==> config.mk <==
export PLATFORM = sky130hd
export DESIGN_NAME = i2s_tx_framer
export DESIGN_NICKNAME = d
export VERILOG_FILES = /design/src/rtl/i2s_tx_framer.sv
export SDC_FILE = /design/constraint.sdc
export NUM_CORES = 1
export LEC_CHECK = 0
export CAP_MARGIN = 20
export CORE_ASPECT_RATIO = 0.9
export CORE_UTILIZATION = 56
export CTS_CLUSTER_DIAMETER = 60
export DETAILED_ROUTE_END_ITERATION = 16
export PLACE_DENSITY = 0.9
export SETUP_SLACK_MARGIN = 0.5
export SYNTH_ARGS = -nofsm -noshare
export SYNTH_HDL_FRONTEND = slang
export SYNTH_SLANG_ARGS = --single-unit
export TNS_END_PERCENT = 30
==> constraint.sdc <==
create_clock -name clk -period 3.5 [get_ports clk]
set_input_delay 0.7 -clock clk [delete_from_list [all_inputs] [get_ports clk]]
set_output_delay 0.7 -clock clk [all_outputs]
set_load 0.01 [all_outputs]
==> src/rtl/i2s_tx_framer.sv <==
// I2S transmit framer: buffers stereo PCM pairs in a small FIFO and presents one
// left-justified 32-bit word per half-frame, with the word-select clock derived from the bit clock.
module i2s_tx_framer #(
    parameter int unsigned SAMPLE_W = 24,
    parameter int unsigned DEPTH    = 4
) (
    input  logic                      clk,
    input  logic                      rst,
    input  logic                      en,
    input  logic                      in_valid,
    output logic                      in_ready,
    input  logic [SAMPLE_W-1:0]       in_left,
    input  logic [SAMPLE_W-1:0]       in_right,
    output logic                      lr_clk,
    output logic [31:0]               bit_data,
    output logic                      frame_start,
    output logic                      underrun,
    output logic [15:0]               underrun_cnt,
    output logic [$clog2(DEPTH):0]    fifo_level
);

    localparam int unsigned AW  = $clog2(DEPTH);
    localparam int unsigned LW  = AW + 1;
    localparam int unsigned EW  = 2 * SAMPLE_W;
    localparam int unsigned PAD = 32 - SAMPLE_W;

    localparam logic [LW-1:0] FULL_LEVEL = LW'(DEPTH);
    localparam logic [15:0]   CNT_MAX    = 16'hFFFF;

    // Sample sits in the top bits of the word; no sign extension into the pad.
    function automatic logic [31:0] fmt_word(input logic [SAMPLE_W-1:0] s);
        logic [31:0] w;
        w = 32'(s);
        return w << PAD;
    endfunction

    // ---------------------------------------------------------------------
    // FIFO storage and pointers
    // ---------------------------------------------------------------------
    logic [EW-1:0]       mem_q [DEPTH];
    logic [AW-1:0]       wr_ptr_q, wr_ptr_d;
    logic [AW-1:0]       rd_ptr_q, rd_ptr_d;
    logic [LW-1:0]       level_q,  level_d;

    logic                push;
    logic                pop;
    logic                empty;
    logic [EW-1:0]       rd_entry;
    logic [SAMPLE_W-1:0] rd_left;
    logic [SAMPLE_W-1:0] rd_right;

    assign empty    = (level_q == '0);
    assign in_ready = (level_q != FULL_LEVEL);
    assign push     = in_valid && in_ready;
    assign rd_entry = mem_q[rd_ptr_q];
    assign rd_left  = rd_entry[EW-1:SAMPLE_W];
    assign rd_right = rd_entry[SAMPLE_W-1:0];

    // Contents need no reset: the pointers and level define what is valid.
    always_ff @(posedge clk) begin
        if (push) begin
            mem_q[wr_ptr_q] <= {in_left, in_right};
        end
    end

    always_comb begin
        wr_ptr_d = wr_ptr_q;
        rd_ptr_d = rd_ptr_q;
        level_d  = level_q;
        if (push) begin
            wr_ptr_d = wr_ptr_q + 1'b1;
        end
        if (pop) begin
            rd_ptr_d = rd_ptr_q + 1'b1;
        end
        unique case ({push, pop})
            2'b10:   level_d = level_q + LW'(1);
            2'b01:   level_d = level_q - LW'(1);
            default: level_d = level_q;
        endcase
    end

    // ---------------------------------------------------------------------
    // Frame counter, word select and word load
    // ---------------------------------------------------------------------
    logic [4:0]          bit_cnt_q,      bit_cnt_d;
    logic                lr_clk_q,       lr_clk_d;
    logic [31:0]         bit_data_q,     bit_data_d;
    logic                frame_start_q,  frame_start_d;
    logic                underrun_q,     underrun_d;
    logic [15:0]         underrun_cnt_q, underrun_cnt_d;
    logic [SAMPLE_W-1:0] r_hold_q,       r_hold_d;

    logic                boundary;

    assign boundary = en && (bit_cnt_q == 5'd31);

    always_comb begin
        bit_cnt_d      = bit_cnt_q;
        lr_clk_d       = lr_clk_q;
        bit_data_d     = bit_data_q;
        r_hold_d       = r_hold_q;
        underrun_cnt_d = underrun_cnt_q;
        frame_start_d  = 1'b0;
        underrun_d     = 1'b0;
        pop            = 1'b0;

        if (en) begin
            bit_cnt_d = bit_cnt_q + 5'd1;
        end

        if (boundary) begin
            lr_clk_d = ~lr_clk_q;
            if (lr_clk_q) begin
                // Leaving the right half-frame: this edge starts a new left word.
                frame_start_d = 1'b1;
                if (!empty) begin
                    pop        = 1'b1;
                    bit_data_d = fmt_word(rd_left);
                    r_hold_d   = rd_right;
                end else begin
                    bit_data_d = '0;
                    r_hold_d   = '0;
                    underrun_d = 1'b1;
                    if (underrun_cnt_q != CNT_MAX) begin
                        underrun_cnt_d = underrun_cnt_q + 16'd1;
                    end
                end
            end else begin
                bit_data_d = fmt_word(r_hold_q);
            end
        end
    end

    always_ff @(posedge clk) begin
        if (rst) begin
            wr_ptr_q       <= '0;
            rd_ptr_q       <= '0;
            level_q        <= '0;
            bit_cnt_q      <= '0;
            lr_clk_q       <= 1'b1;
            bit_data_q     <= '0;
            frame_start_q  <= 1'b0;
            underrun_q     <= 1'b0;
            underrun_cnt_q <= '0;
            r_hold_q       <= '0;
        end else begin
            wr_ptr_q       <= wr_ptr_d;
            rd_ptr_q       <= rd_ptr_d;
            level_q        <= level_d;
            bit_cnt_q      <= bit_cnt_d;
            lr_clk_q       <= lr_clk_d;
            bit_data_q     <= bit_data_d;
            frame_start_q  <= frame_start_d;
            underrun_q     <= underrun_d;
            underrun_cnt_q <= underrun_cnt_d;
            r_hold_q       <= r_hold_d;
        end
    end

    assign lr_clk       = lr_clk_q;
    assign bit_data     = bit_data_q;
    assign frame_start  = frame_start_q;
    assign underrun     = underrun_q;
    assign underrun_cnt = underrun_cnt_q;
    assign fifo_level   = level_q;

endmodule

Word level (Yosys, flattened, before mapping)
Memory sizes are Yosys's and may differ from the RTL's. A register that Yosys moved wholly into a read port is not among the register bits.
Cells that the tools add are included.
{"block": "classes", "add_sub_neg": 6, "n_eq_ne": 5, "mux": 13, "bitwise_logic": 2, "reduce_logical": 8}
{"cell": "$mux 32", "count": 2}
{"cell": "$mux 24", "count": 1}
{"cell": "$add 16x1->16 const B", "count": 1}
{"cell": "$ne 16x16->1 const B", "count": 1}
{"cell": "$mux 1", "count": 7}
{"cell": "$pmux 3 s2", "count": 1}
{"cell": "$add 5x1->5 const B", "count": 1}
{"cell": "$eq 5x5->1 const B", "count": 1}
{"cell": "$add 2x1->2 const B", "count": 2}
{"cell": "$mux 2", "count": 2}
{"cell": "$reduce_and 4->1", "count": 1}
{"cell": "$add 3x1->3 const B", "count": 1}
{"cell": "$logic_not 3->1", "count": 1}
{"cell": "$ne 3x3->1 const B", "count": 1}
{"cell": "$reduce_or 3->1", "count": 1}
{"cell": "$sub 3x1->3 const B", "count": 1}
{"cell": "$eq 2x1->1 const B", "count": 1}
{"cell": "$eq 2x2->1 const B", "count": 1}
{"cell": "$logic_and 1x1->1", "count": 2}
{"cell": "$not 1->1", "count": 2}
{"cell": "$reduce_and 2->1", "count": 1}
{"cell": "$reduce_bool 2->1", "count": 1}
{"cell": "$reduce_or 2->1", "count": 1}
{"block": "word_totals", "ff_bits": 87, "ram_bits": 192, "inputBits": 52, "out_inout_bits": 55, "word_cells": 45, "mem_count": 1}
{"memory": "mem_q", "words": 4, "word_bits": 48, "read_ports": 1, "rd_ports_with_merged_regs": 1, "write_ports": 1, "line": "40", "source": "logic [EW-1:0] mem_q [DEPTH];"}

Depth between registers and ports, before layout
{"block": "depth", "word_depth": 6, "ltp_mapped": 12, "depth_no_buf": 11}

Least setup slack after synthesis
OpenSTA, ideal clock, no wires.
{"block": "synth_timing", "kind": "input port to flip-flop", "start": "input en", "end": "register level_q[2], in the netlist fifo_level[2]", "arrival_ps": 2771, "t_required_ps": 3430, "slack_ps": 659, "stages": 10, "cell_sequence": "buf_2 > nand3_2 > nor2_1 > clkbuf_1 > ha_1 > inv_1 > fa_1 > xor2_1 > or3_1 > a21oi_1"}
{"block": "synth_between", "elab_chain_cells": 4}
{"element": "from (decl)", "line": "9", "source": "input logic en,"}
{"element": "$logic_and 1x1->1 *", "line": "96", "source": "assign boundary = en && (bit_cnt_q == 5'd31);"}
{"element": "$mux 1 *", "line": "112", "source": "if (boundary) begin"}
{"element": "named net pop", "line": "46", "source": "logic pop;"}
{"element": "$eq 2x1->1 / $eq 2x2->1 (equally long branches)", "line": "76", "source": "unique case ({push, pop})"}
{"element": "$pmux 3 s2 / $reduce_bool 2->1 (equally long branches)"}
{"element": "to (signal assigned)", "line": "150", "source": "level_q <= level_d;"}
{"element": "to (decl)", "line": "43", "source": "logic [LW-1:0] level_q, level_d;"}
Mark *: on every way through the listed nets, which the timed path passes. The rest lies on a longest branch.
A chain may end at the register's enable or synchronous reset.

Worst setup path in the final report
{"block": "layout_timing", "start": "register level_q[2], in the netlist fifo_level[2]", "end": "output in_ready"}
{"block": "layout_between", "elab_chain_cells": 1}
{"element": "$ne 3x3->1", "line": "53", "source": "assign in_ready = (level_q != FULL_LEVEL);"}
{"element": "to (decl)", "line": "11", "source": "output logic in_ready,"}
No other way between the ends.

==> results.sh <==
export IMPL_area_growth_pct=20.3
export IMPL_place_gp_congestion=0.800
export IMPL_min_to="r_hold_q[18]"
export IMPL_slew_headroom_pct=35.8
export IMPL_die_w_um=145
export IMPL_ctsHoldBuffers=0
export IMPL_wl_mm=21.9
export IMPL_finalMaxSlewViolations=0
export IMPL_num_antenna_cells=0
export IMPL_ctsResizeCount=0
export IMPL_min_path_type="reg2reg"
export IMPL_skew_ns=0.0155
export IMPL_rows=46
export IMPL_cts_tree="built"
export IMPL_ys_seq_elements=273
export IMPL_setup_slack_ns=0.815
export IMPL_final_cell_area_sq_um=12500
export IMPL_worst_ep_arrival_time_ns=1.98
export IMPL_clockRootBuffer="clkbuf_16"
export IMPL_vias=6123
export IMPL_tightest_slew_ns=0.962
export IMPL_hp_start="r_hold_q[18]"
export IMPL_dieArea_sq_um=19100
export IMPL_grt_pass1_wl_mm=34.0
export IMPL_cp_max_fo=6
export IMPL_powerDensity_nw_per_um2=540
export IMPL_synth_flop_cell="edfxtp_1"
export IMPL_antenna_found_initial=1
export IMPL_viasPerCell=6.18
export IMPL_syn_cell_area_sq_um=10400
export IMPL_core_sq_um=17900
export IMPL_dpl_hpwl_mm=12.5
export IMPL_placed_area_sq_um=11600
export IMPL_total_leakage_power_nw=4.02
export IMPL_numCtsBuffers=27
export IMPL_grt_pass1_vias=6388
export IMPL_drt_iter0_drc=590
export IMPL_yosysSeqAreaShare_pct=71.2
export IMPL_final_antenna_net_count=0
export IMPL_r2r_end="fifo_level[2]"
export IMPL_r2r_setup_slack_ns=0.93
export IMPL_yosys_warnings=0
export IMPL_ir_drop_uv=455
export IMPL_fmax_mhz=372
export IMPL_rsz0062_at_grt="no"
export IMPL_ioPinCount=107
export IMPL_dr_pass1_iters=5
export IMPL_grt_max_degree=50
export IMPL_fin_crit_sh_pct=76.7
export IMPL_grt_overflow=0
export IMPL_die_y_um=131
export IMPL_crit_type="reg2out"
export IMPL_startpoint_type="register"
export IMPL_synth_edf_count=192
export IMPL_grt_usage_pct=23.4
export IMPL_critPathRequiredTime_ns=2.80
export IMPL_cts_path_max_buffers=3
export IMPL_cap_violations=0
export IMPL_ys_types=44
export IMPL_finalHoldViolCount=0
export IMPL_syn_area_per_cell_sq_um=16.5
export IMPL_clock_sinks=273
export IMPL_async_reset_ff_share_pct=0
export IMPL_r2r_start="fifo_level[2]"
export IMPL_cp_end_kind="output pin"
export IMPL_htree_levels=1
export IMPL_min_delay_path_depth=2
export IMPL_layout_min_cycle_time_ns=2.68
export IMPL_drcViolationCount=0
export IMPL_setup_viol=0
export IMPL_status="finished clean"
export IMPL_finalSetupTns_ns=0
export IMPL_clock_latency_ns=0.53
export IMPL_initial_utilization_pct=57.9
export IMPL_fin_nets=791
export IMPL_path_clk_slew_ns=0.06
export IMPL_io_buffers=98
export IMPL_synthCells=628
export IMPL_pre_cts_ws_ns=0.489
export IMPL_drive_gt1_share_pct=16.0
export IMPL_post_cts_repair_setup_buffers=0
export IMPL_worstRegToRegCells=9
export IMPL_route_detailed_wl_per_inst_um=22.1
-- cells in the final DEF (no fill, tap or decap), types with 9 or more instances in the layout --
cell               n
edfxtp_1         192
a21oi_1           15
clkdlybuf4s50_1   97
a221oi_1          24
nor3b_1           24
inv_1              9
dfxtp_1           79
mux4_2            48
a22oi_1           24
buf_4             13
clkbuf_16         28
nor2_1            66
-- cells by family after synthesis --
family,count (synthesis),share of synthesized area [%]
adder cells (fa/ha/maj),9,1.16
other,1,0.0362
AO/OA/AOI/OAI,81,5.67
AND/OR/NAND/NOR,149,7.93
multiplexers,53,10.9
buffers and inverters,54,2.35
flip-flops,273,71.2
XOR/XNOR,8,0.676
-- metal layers --
| metal | part of all wire, % | vias up | GRT usage (%) |
|---|---|---|---|
| met5 | 0.050 | - | 0 |
| met4 | 2.5 | 2 | 8.54 |
| met3 | 7.5 | 60 | 4.39 |
| met2 | 51 | 330 | 42.1 |
| met1 | 39 | 3054 | 28.9 |
| li1 | - | 2677 | - |
-- worst max path at each step --
| stage | startpoint | end | slack (ns) | cells past startpoint |
|---|---|---|---|---|
| after floorplan | en | fifo_level[2] | 0.66 | 10 |
| after global placement | en | fifo_level[2] | 0.55 | 9 |
| after detailed placement | en | fifo_level[2] | 0.49 | 9 |
| after CTS | fifo_level[2] | in_ready | 0.82 | 2 |
| after global routing | fifo_level[2] | in_ready | 0.78 | 2 |
| final | fifo_level[2] | in_ready | 0.82 | 2 |
-- metrics by stage --
| stage | hold slack, ns | utilization (%) | power [mW] | instances |
|---|---|---|---|---|
| finish | 0.519 | 69.7 | 6.73 | 991 |
| global route | 0.526 | 69.7 | 6.92 | 991 |
| CTS | 0.514 | 69.7 | 6.78 | 991 |
| detailed placement | 0.489 | 64.7 | 3.95 | 941 |
| global placement | 0.482 | 64.7 | 3.93 | 941 |
| floorplan | 0.467 | - | 3.81 | 635 |
-- cells in the mapped netlist (9+ instances only) --
| master | count | share of area (%) |
|---|---|---|
| edfxtp_1 | 192 | 56 |
| dfxtp_1 | 81 | 16 |
| nor2_1 | 67 | 2.4 |
| mux4_2 | 48 | 10 |
| clkbuf_1 | 27 | 0.98 |
| a221oi_1 | 24 | 2.0 |
| a22oi_1 | 24 | 1.7 |
| nor3b_1 | 24 | 1.7 |
| a21oi_1 | 15 | 0.72 |
| buf_2 | 9 | 0.43 |
| inv_1 | 9 | 0.33 |
| nand2_1 | 9 | 0.33 |
-- registers in the layout, indices dropped and copies added (netlist names), named ones only --
| register | flops |
|---|---|
| bit_cnt_q | 5 |
| bit_data | 24 |
| fifo_level | 3 |
| frame_start | 1 |
| lr_clk | 1 |
| mem_q | 192 |
| r_hold_q | 24 |
| rd_ptr_q | 2 |
| underrun | 1 |
| underrun_cnt | 16 |
| wr_ptr_q | 2 |
-- cell type report --
type	instances	area, sq um
clock inverters	13	118
repair buffers	111	1070
multi-input cells	308	2780
flip-flops and latches	273	7390
well taps	240	300
inverters	9	33.8
fillers	1093	5430
clock buffers	37	774
-- worst max-delay path: stages (launching register included) --
cell             delay (ns)
dfxtp_1                0.45
or3b_1                 0.49
clkdlybuf4s50_1        0.53
-- report_power, final --
group          internal [mW]  total (mW)  switching (mW)  leakage, nW
clock network           1.69        2.85            1.15        0.439
logic                  0.121       0.274           0.153         1.17
registers               3.58        3.61          0.0337         2.42
No activity file was read; power rests on OpenSTA's default activity.
